<file path="src/rtl/ram_bist_pkg.sv">
// Shared types and constants for the two-read/one-write RAM BIST: geometry,
// controller state encoding and the background data pattern.
package ram_bist_pkg;

  localparam int AW    = 11;
  localparam int DW    = 32;
  localparam int DEPTH = 1 << AW;
  localparam int HALF  = DEPTH / 2;

  typedef enum logic [2:0] {
    S_IDLE,
    S_W0,
    S_R0,
    S_W1,
    S_R1,
    S_DONE
  } state_t;

  // Background pattern: seed XOR zero-extended address.
  function automatic logic [DW-1:0] pat(input logic [DW-1:0] seed, input logic [AW-1:0] a);
    return seed ^ {{(DW-AW){1'b0}}, a};
  endfunction

endpackage

</file>
<file path="src/rtl/ram_bist_cmp.sv">
// Issue-to-compare pipeline: registers the expected words and addresses at
// issue and flags mismatches against the RAM read data one cycle later.
module ram_bist_cmp #(
  parameter int             AW   = ram_bist_pkg::AW,
  parameter int             DW   = ram_bist_pkg::DW,
  parameter logic [DW-1:0]  SEED = 32'hA5A5_0000
) (
  input  logic          clk,
  input  logic          rst,
  input  logic          issue_i,
  input  logic          inv_i,
  input  logic [AW-1:0] addr1_i,
  input  logic [AW-1:0] addr2_i,
  input  logic [DW-1:0] dout1_i,
  input  logic [DW-1:0] dout2_i,
  output logic          miss1_o,
  output logic          miss2_o,
  output logic [AW-1:0] addr1_o,
  output logic [AW-1:0] addr2_o
);
  import ram_bist_pkg::*;

  logic          vld_q;
  logic [DW-1:0] exp1_q, exp2_q;
  logic [AW-1:0] addr1_q, addr2_q;

  always_ff @(posedge clk or posedge rst) begin
    if (rst) begin
      vld_q   <= 1'b0;
      exp1_q  <= '0;
      exp2_q  <= '0;
      addr1_q <= '0;
      addr2_q <= '0;
    end else begin
      vld_q <= issue_i;
      if (issue_i) begin
        exp1_q  <= inv_i ? ~pat(SEED, addr1_i) : pat(SEED, addr1_i);
        exp2_q  <= inv_i ? ~pat(SEED, addr2_i) : pat(SEED, addr2_i);
        addr1_q <= addr1_i;
        addr2_q <= addr2_i;
      end
    end
  end

  assign miss1_o = vld_q && (dout1_i != exp1_q);
  assign miss2_o = vld_q && (dout2_i != exp2_q);
  assign addr1_o = addr1_q;
  assign addr2_o = addr2_q;

endmodule

</file>
<file path="src/rtl/ram_2r1w_bist.sv">
// March-style BIST controller for a 2R1W RAM: write pattern, read back on both
// ports, write inverted pattern descending, read back. BIST_ERR_CNT_EN adds a
// saturating err_cnt output and runs to completion instead of aborting.
module ram_2r1w_bist #(
  parameter int             AW   = ram_bist_pkg::AW,
  parameter int             DW   = ram_bist_pkg::DW,
  parameter logic [DW-1:0]  SEED = 32'hA5A5_0000
) (
  input  logic          clk,
  input  logic          rst,
  input  logic          start,
  output logic          busy,
  output logic          done,
  output logic          pass,
  output logic [AW-1:0] fail_addr,
  output logic          we,
  output logic [AW-1:0] addrw,
  output logic [DW-1:0] dinw,
  output logic [AW-1:0] addr1,
  output logic [AW-1:0] addr2,
  input  logic [DW-1:0] dout1,
  input  logic [DW-1:0] dout2
`ifdef BIST_ERR_CNT_EN
  ,
  output logic [15:0]   err_cnt
`endif
);
  import ram_bist_pkg::*;

  localparam logic [AW-1:0] ADDR_LAST = {AW{1'b1}};
  localparam logic [AW-1:0] ADDR_HALF = {1'b1, {(AW-1){1'b0}}};

  state_t        state_q, state_d;
  logic [AW-1:0] cnt_q, cnt_d;
  logic          err_q, err_d;
  logic          pass_q, pass_d;
  logic [AW-1:0] fail_addr_q, fail_addr_d;

  logic          in_read, issue, any_miss;
  logic          miss1, miss2;
  logic [AW-1:0] cmp_addr1, cmp_addr2;

  assign in_read  = (state_q == S_R0) || (state_q == S_R1);
  // Read phases count 0..HALF: the top count is the drain cycle with no issue.
  assign issue    = in_read && !cnt_q[AW-1];
  assign any_miss = in_read && (miss1 || miss2);

  ram_bist_cmp #(.AW(AW), .DW(DW), .SEED(SEED)) u_cmp (
    .clk     (clk),
    .rst     (rst),
    .issue_i (issue),
    .inv_i   (state_q == S_R1),
    .addr1_i (cnt_q),
    .addr2_i (cnt_q | ADDR_HALF),
    .dout1_i (dout1),
    .dout2_i (dout2),
    .miss1_o (miss1),
    .miss2_o (miss2),
    .addr1_o (cmp_addr1),
    .addr2_o (cmp_addr2)
  );

  always_comb begin
    // NOTE: every signal written here gets a default first, so no path can infer a latch.
    state_d     = state_q;
    cnt_d       = cnt_q;
    err_d       = err_q;
    pass_d      = pass_q;
    fail_addr_d = fail_addr_q;
    busy        = 1'b0;
    done        = 1'b0;
    we          = 1'b0;
    addrw       = '0;
    dinw        = '0;
    addr1       = '0;
    addr2       = '0;

    unique case (state_q)
      S_IDLE: begin
        if (start) begin
          state_d     = S_W0;
          cnt_d       = '0;
          err_d       = 1'b0;
          pass_d      = 1'b0;
          fail_addr_d = '0;
        end
      end
      S_W0: begin
        busy  = 1'b1;
        we    = 1'b1;
        addrw = cnt_q;
        dinw  = pat(SEED, cnt_q);
        if (cnt_q == ADDR_LAST) begin
          state_d = S_R0;
          cnt_d   = '0;
        end else begin
          cnt_d = cnt_q + 1'b1;
        end
      end
      S_R0, S_R1: begin
        busy = 1'b1;
        if (issue) begin
          addr1 = cnt_q;
          addr2 = cnt_q | ADDR_HALF;
        end
        if (cnt_q == ADDR_HALF) begin
          state_d = (state_q == S_R0) ? S_W1 : S_DONE;
          cnt_d   = (state_q == S_R0) ? ADDR_LAST : '0;
        end else begin
          cnt_d = cnt_q + 1'b1;
        end
      end
      S_W1: begin
        busy  = 1'b1;
        we    = 1'b1;
        addrw = cnt_q;
        dinw  = ~pat(SEED, cnt_q);
        if (cnt_q == '0) begin
          state_d = S_R1;
        end else begin
          cnt_d = cnt_q - 1'b1;
        end
      end
      S_DONE: begin
        done    = 1'b1;
        state_d = S_IDLE;
      end
      default: state_d = S_IDLE;
    endcase

    if (any_miss) begin
      if (!err_q) begin
        fail_addr_d = miss1 ? cmp_addr1 : cmp_addr2;
      end
      err_d = 1'b1;
`ifndef BIST_ERR_CNT_EN
      state_d = S_DONE;
`endif
    end

    if ((state_d == S_DONE) && (state_q != S_DONE)) begin
      pass_d = !err_d;
    end
  end

  always_ff @(posedge clk or posedge rst) begin
    if (rst) begin
      state_q     <= S_IDLE;
      cnt_q       <= '0;
      err_q       <= 1'b0;
      pass_q      <= 1'b0;
      fail_addr_q <= '0;
    end else begin
      // NOTE: non-blocking assignments so every register samples pre-edge values.
      state_q     <= state_d;
      cnt_q       <= cnt_d;
      err_q       <= err_d;
      pass_q      <= pass_d;
      fail_addr_q <= fail_addr_d;
    end
  end

  assign pass      = pass_q;
  assign fail_addr = fail_addr_q;

`ifdef BIST_ERR_CNT_EN
  logic [15:0] err_cnt_q, err_cnt_d;
  logic [16:0] err_sum;

  always_comb begin
    err_sum   = {1'b0, err_cnt_q} + {16'd0, miss1} + {16'd0, miss2};
    err_cnt_d = err_cnt_q;
    if ((state_q == S_IDLE) && start) begin
      err_cnt_d = '0;
    end else if (any_miss) begin
      err_cnt_d = err_sum[16] ? 16'hFFFF : err_sum[15:0];
    end
  end

  always_ff @(posedge clk or posedge rst) begin
    if (rst) begin
      err_cnt_q <= '0;
    end else begin
      err_cnt_q <= err_cnt_d;
    end
  end

  assign err_cnt = err_cnt_q;
`endif

endmodule

</file>
<file path="config.mk">
export PLATFORM = sky130hd
export DESIGN_NAME = ram_2r1w_bist
export DESIGN_NICKNAME = d
export VERILOG_FILES = /design/src/rtl/ram_bist_pkg.sv /design/src/rtl/ram_bist_cmp.sv /design/src/rtl/ram_2r1w_bist.sv
export SDC_FILE = /design/constraint.sdc
export NUM_CORES = 1
export LEC_CHECK = 0
export CAP_MARGIN = 40
export CORE_ASPECT_RATIO = 1.4
export CORE_UTILIZATION = 40
export CTS_CLUSTER_DIAMETER = 150
export CTS_CLUSTER_SIZE = 14
export DETAILED_ROUTE_END_ITERATION = 12
export PLACE_DENSITY = 0.74
export REMOVE_ABC_BUFFERS = 1
export SLEW_MARGIN = 15
export SYNTH_ARGS = -nofsm -noshare
export SYNTH_HDL_FRONTEND = slang
export SYNTH_SLANG_ARGS = --single-unit
</file>
<file path="constraint.sdc">
create_clock -name clk -period 4.95 [get_ports clk]
set_input_delay 0.495 -clock clk [delete_from_list [all_inputs] [get_ports clk]]
set_output_delay 0.495 -clock clk [all_outputs]
set_load 0.02 [all_outputs]
</file>
# Word-level counts from Yosys, hierarchy flattened
# Cells that the tools add are included.
dict set report classes {
  addsub 2
  eq_ne 13
  mux 35
  bitwise 2
  n_reduce_logical 19
}
# operator count
set op_table {}
lappend op_table {{$mux 11} 15}
lappend op_table {{$mux 32} 2}
lappend op_table {{$ne 32x32->1} 2}
lappend op_table {{$not 32->32} 2}
lappend op_table {{$pmux 32 s2} 1}
lappend op_table {{$pmux 11 s4} 1}
lappend op_table {{$eq 11x11->1 const B} 2}
lappend op_table {{$mux 3} 6}
lappend op_table {{$pmux 3 s4} 1}
lappend op_table {{$add 11x1->11 const B} 1}
lappend op_table {{$logic_not 11->1} 1}
lappend op_table {{$sub 11x1->11 const B} 1}
lappend op_table {{$eq 3x3->1 const B} 3}
lappend op_table {{$mux 1} 9}
lappend op_table {{$eq 3x2->1 const B} 2}
lappend op_table {{$logic_and 1x1->1} 5}
lappend op_table {{$ne 2x2->1 const B} 2}
lappend op_table {{$reduce_bool 2->1} 2}
lappend op_table {{$reduce_bool 4->1} 1}
lappend op_table {{$reduce_or 2->1} 2}
lappend op_table {{$reduce_or 4->1} 1}
lappend op_table {{$eq 3x1->1 const B} 1}
lappend op_table {{$logic_not 3->1} 1}
lappend op_table {{$ne 3x3->1 const B} 1}
lappend op_table {{other kinds (4)} 6}
dict set report totals {
  regBits 114
  in_bits 67
  out_inout_bits 80
  word_cells 81
}

# Logic depth before layout (Yosys ltp)
dict set report depth {
  depth_word 9
  depth_mapped 9
  depth_no_buf 8
}

# Cells and area by module
# From an unflattened synthesis, not the netlist that was laid out.
dict set report unflattened {
  hier_cells 557
  hier_area_um2 4954.8
}
# module n_inst cells_each area_per_inst_um2 seq_area_each_um2
set by_module_without_submodules {}
lappend by_module_without_submodules {ram_2r1w_bist 1 334 2570.0 675.6}
lappend by_module_without_submodules {ram_bist_cmp 1 223 2384.8 1176.1}

# Least setup slack after synthesis
# OpenSTA, ideal clock, no wires.
dict set report synth_path {
  kind {register -> register}
  from {register cnt_q[0]}
  to {register cnt_q[3]}
  setup_time_ps 126
  t_arrival_ps 2251
  t_required_ps 4824
  path_slack_ps 2573
  stages_incl_launch_ff 10
  path_buffers 2
  period_less_slack_ps 2377
  path_cell_list {dfrtp_1 -> clkbuf_1 -> inv_1 -> ha_1 -> nor2b_1 -> nand4_4 -> a211oi_2 -> buf_6 -> nor3b_1 -> a221o_1}
}
dict set report synth_via {
  elab_chain_cells 3
}
# element line
set synth_rtl {}
lappend synth_rtl {{start, declared} ram_2r1w_bist.sv:34} ;# logic [AW-1:0] cnt_q, cnt_d;
lappend synth_rtl {{start signal, assigned} ram_2r1w_bist.sv:156} ;# cnt_q <= cnt_d;
lappend synth_rtl {{$sub 11x1->11 (tied with other cells)} ram_2r1w_bist.sv:121} ;# cnt_d = cnt_q - 1'b1;
lappend synth_rtl {{$mux 11 (tied with other cells)} ram_2r1w_bist.sv:118} ;# if (cnt_q == '0) begin
lappend synth_rtl {{$pmux 11 s4 or $reduce_and 3->1 (tied branches)} -}
# Parallel ways exist; a longest one is shown, timed or not. The select of a mux whose other input is x is not followed.
# A chain may end at the register's enable or synchronous reset.

# Final worst setup path
dict set report layout_path {
  from {register state_q[0]}
  to {output dinw[25]}
}
dict set report layout_via {
  elab_chain_cells 2
}
# element line
set layout_rtl {}
lappend layout_rtl {{start, declared} ram_2r1w_bist.sv:33} ;# state_t state_q, state_d;
lappend layout_rtl {{start signal, assigned} ram_2r1w_bist.sv:155} ;# state_q <= state_d;
lappend layout_rtl {{$eq 3x2->1 or $eq 3x1->1 (tied branches)} ram_2r1w_bist.sv:78} ;# unique case (state_q)
lappend layout_rtl {{$pmux 32 s2 *} ram_2r1w_bist.sv:78}
lappend layout_rtl {{end, declared} ram_2r1w_bist.sv:18} ;# output logic [DW-1:0] dinw,
# Mark *: on every way between the ends. The rest lies on a longest branch, timed or not.

==> results.md <==
STA:
- The max-slew violation count was 0.
- Once routing completed, OpenROAD measured the worst setup slack at 1.34 ns.
- The relative max-transition margin is 48.2%.
- The actual transition at the worst max-transition pin is 0.777 ns.
- The largest clock skew in the final design is 0.00630 ns.
- After routing, the total negative slack on setup checks comes to 0 ns.
- The number of hold violations in the final report is 0.
- The minimum clock period is 3.61 ns.
- Setup violations remaining at the end of the flow were counted as 0.
- After layout, the worst path uses 72.9% of the clock period.
- The highest clock frequency the design can meet is 0.277 GHz.
- Setup repair after global routing left no endpoint under its margin.

Final layout:
- The number of nets in the final layout is 627.
- The library cells used most frequently in the layout, excluding fill and tap cells, are sky130_fd_sc_hd__clkdlybuf4s50_1 (145), sky130_fd_sc_hd__dfrtp_1 (53), sky130_fd_sc_hd__nand2_1 (43), sky130_fd_sc_hd__nor2_1 (29), sky130_fd_sc_hd__xor2_1 (27).
- The layout cell share with drive strength beyond 1 is 4.11%.
- The total of fill cells in the finished design is 853.
- The most common cell after layout, fill and taps aside is sky130_fd_sc_hd__clkdlybuf4s50_1.
- Summing all non-filler instances in the final layout gives an area of 0.00534 mm2.
- The number of antenna diodes in the final layout is 0.
- Once layout is complete, the cells apart from fillers number 669.
- The area added between synthesis and finish is 37.4%.

Min path:
- The path with the worst hold slack has its endpoint at u_cmp.addr2_o[7].
- The path class of the tightest hold or removal check is register to register.
- The startpoint identified for the worst hold timing path is u_cmp.addr2_o[7].
- The worst hold path cell count is 1.

Clock network:
- Clock-pin slew was measured on the worst setup and hold paths at 0.07 ns.
- The longest clock path from root to sink contains 2 buffers.
- The number of gates resized after CTS is 0.
- The insertion delay of the later-clocked pin in the worst-skew pair is 0.29 ns.
- TritonCTS built the clock tree.
- Hold repair after CTS inserted 0 buffers.
- The post-CTS setup buffer count is 0.
- The count of clock tree sinks is 53.
- The TritonCTS buffer count is 5.
- The H-tree was split into 2 levels.
- The root buffer selected by CTS is sky130_fd_sc_hd__clkbuf_16.

Setup path:
- The start of the worst register-to-register path is cnt_q[0].
- In this run the register-to-register setup slack is 2.03 ns.
- The kind of start point of the critical path is a register.
- By startpoint and endpoint, the worst setup path is classified as register to output port.
- Data on the critical path arrives at its endpoint at 3.11 ns.
- The number of cells traversed by the worst register-to-register path is 8.
- STA classifies the critical path endpoint as an output port.
- The top fanout value on the critical path is 18.
- In this run the critical register-to-register path is captured at cnt_q[2].
- The required time reported for the critical path endpoint is 4.45 ns.

Placement:
- The cell count after placement is 660.
- At the placement stage, the worst setup path has a slack of 1.62 ns.
- The half-perimeter wire length after detailed placement is 8590 um.
- The count of input and output buffers is 145.
- The cell area after placement is 0.00515 mm2.
- Routability-driven placement finished with a final weighted congestion of 0.880.

Route:
- Dividing the detail-routed wire length by the instance count gives 17.0 um.
- In the routed layout, each cell is associated on average with a via count of 5.67.
- The antenna violation net count after detailed routing is 0.
- The total via count in the routed design is 3,796.
- Summed over all layers, the routed wires come to 11,400 um.
- The final routed DRC violation total is 0.
- The first-pass iteration count of the detailed router is 7.
- For this block, the initial DRC count from the detailed router was 225.

Status:
- The flow ran to the end, and the final reports show no timing, DRC or antenna violations.

Yosys:
- The netlist uses 52 different library cells.
- Counting flops and latches in the post-synthesis netlist gives 53.
- In this run, synthesis inferred 0 flip-flops with an integrated enable.
- Sequential cells were found to cover 34.2% of the synthesized design area.
- The number of instances in the synthesized netlist is 460.
- Counting flops with an async set or reset pin after synthesis yields a share of 100%.
- For this run, the number of Yosys warnings is 0.
- The average footprint of a synthesized cell is 8.44 um2.
- The post-synthesis cell area is 0.00388 mm2.
- Among all flip-flop cells after synthesis, the most frequent one is sky130_fd_sc_hd__dfrtp_1.

Floorplanning:
- The region available for standard cell placement spans 0.00946 mm2.
- The top-level port count is 147.
- After floorplanning, the core was divided into 42 placement rows.
- The floorplan step set the die height to 119 um.
- The overall die area is 0.0101 mm2.
- The effective utilization at floorplan is 41.0%.
- From left edge to right edge, the die measures 85.3 um.

GRT:
- The global-route usage over all layers is 22.7%.
- The number of global-route vias before repair is 3,780.
- The pin count of the biggest net entering global routing is 54.
- After global routing the overflow that remains totals 0.
- The initial antenna violation count came to 0.
- The first global-routing pass estimated 18,200 um of wire.

Run:
- The number of maximum-capacitance violations is 0.

Power and ir drop:
- The design draws 1.47 mW.
- The power density relative to cell area is 275 mW/mm2.
- The peak supply drop is 0.289 mV.
- Summed over all cells, the static leakage comes to 2.30 nW.
cell usage after synthesis, drive strengths merged (2+ instances only):
| master | count | area [um2] |
|---|---|---|
| or3 | 9 | 56.3 |
| dfrtp | 53 | 1330 |
| o21ai | 17 | 85.1 |
| nand2 | 43 | 161 |
| and2 | 18 | 113 |
| mux2i | 14 | 140 |
| nor4b | 3 | 32.5 |
| xor2 | 27 | 236 |
| a22o | 3 | 26.3 |
| a221o | 3 | 30.0 |
| o22ai | 2 | 12.5 |
| buf | 39 | 287 |
| nand4 | 10 | 77.6 |
| nor2 | 29 | 109 |
| nor3 | 16 | 80.1 |
| a211o | 2 | 17.5 |
| nor2b | 2 | 12.5 |
| ha | 2 | 25.0 |
| a21oi | 14 | 70.1 |
| nor3b | 3 | 22.5 |
| clkbuf | 22 | 82.6 |
| nand2b | 6 | 37.5 |
| nor4 | 13 | 103 |
| inv | 22 | 82.6 |
| a21o | 12 | 90.1 |
| o211ai | 18 | 135 |
| xnor2 | 15 | 131 |
| o31ai | 4 | 30.0 |
| nand3 | 12 | 60.1 |
| or4 | 7 | 52.6 |
| and3 | 7 | 43.8 |
worst max-delay path, cell delays in order, from the launching register on:
cell                              delay (ns)
sky130_fd_sc_hd__dfrtp_1                0.62
sky130_fd_sc_hd__nand2b_1               0.42
sky130_fd_sc_hd__inv_1                  0.42
sky130_fd_sc_hd__nand2_1                0.23
sky130_fd_sc_hd__inv_1                  0.42
sky130_fd_sc_hd__clkdlybuf4s50_1        0.70
per-layer routing:
| layer | vias to the layer above | share of wire (%) | routed length [um] | GRT usage [%] |
|---|---|---|---|---|
| li1 | 1776 | - | - | - |
| met1 | 1812 | 37 | 4260 | 25.3 |
| met2 | 184 | 51 | 5790 | 40.9 |
| met3 | 24 | 8.8 | 1010 | 4.96 |
| met4 | 0 | 2.9 | 327 | 9.69 |
| met5 | - | 0 | 0 | 0 |
through the flow:
step                hold slack [ns]  util (%)
global route                  0.492      56.4
floorplan                     0.439         -
CTS                           0.482      56.3
detailed placement            0.466      54.5
finish                        0.478      56.4
global placement              0.460      54.3
logic make-up after synthesis:
family,after synthesis,share of synthesized area [%]
AO/OA/AOI/OAI,85,15.1
XOR/XNOR,42,9.47
buffers and inverters,83,11.6
adder cells (fa/ha/maj),2,0.644
AND/OR/NAND/NOR,179,24.9
flip-flops,53,34.2
other,1,0.0966
multiplexers,15,3.90
layout make-up:
cell class / count / area [um2] / area share [%]
flip-flops and latches: 53 / 1330 / 24.9
clock inverters: 2 / 38.8 / 0.727
well taps: 110 / 138 / 2.58
repair buffers: 152 / 1510 / 28.3
multi-input cells: 324 / 2110 / 39.6
inverters: 22 / 82.6 / 1.55
clock buffers: 6 / 129 / 2.42
how the worst max path moves through the flow:
| stage | startpoint | end | slack [ns] | depth (start not counted) |
|---|---|---|---|---|
| 2_1_floorplan | state_q[2] | cnt_q[9] | 1.44 | 7 |
| 3_3_place_gp | state_q[1] | addr2[2] | 1.71 | 8 |
| 3_5_place_dp | state_q[1] | addr1[2] | 1.62 | 8 |
| 4_1_cts | state_q[1] | addr1[4] | 1.30 | 8 |
| 5_1_grt | state_q[0] | dinw[11] | 1.09 | 5 |
| 6_report | state_q[0] | dinw[25] | 1.34 | 5 |
where the power goes:
part           total, mW  internal (mW)  switching (mW)
clock network      0.398          0.240           0.158
logic              0.517          0.253           0.264
registers          0.555          0.459          0.0963
registers in the layout, indices dropped and copies added (netlist names):
name and cells:
err_q 1, u_cmp.addr2_o 11, u_cmp.exp1_q 13, pass 1, state_q 3, u_cmp.addr1_o 1
u_cmp.vld_q 1, cnt_q 11, fail_addr 11
No activity file was read; power rests on OpenSTA's default activity.
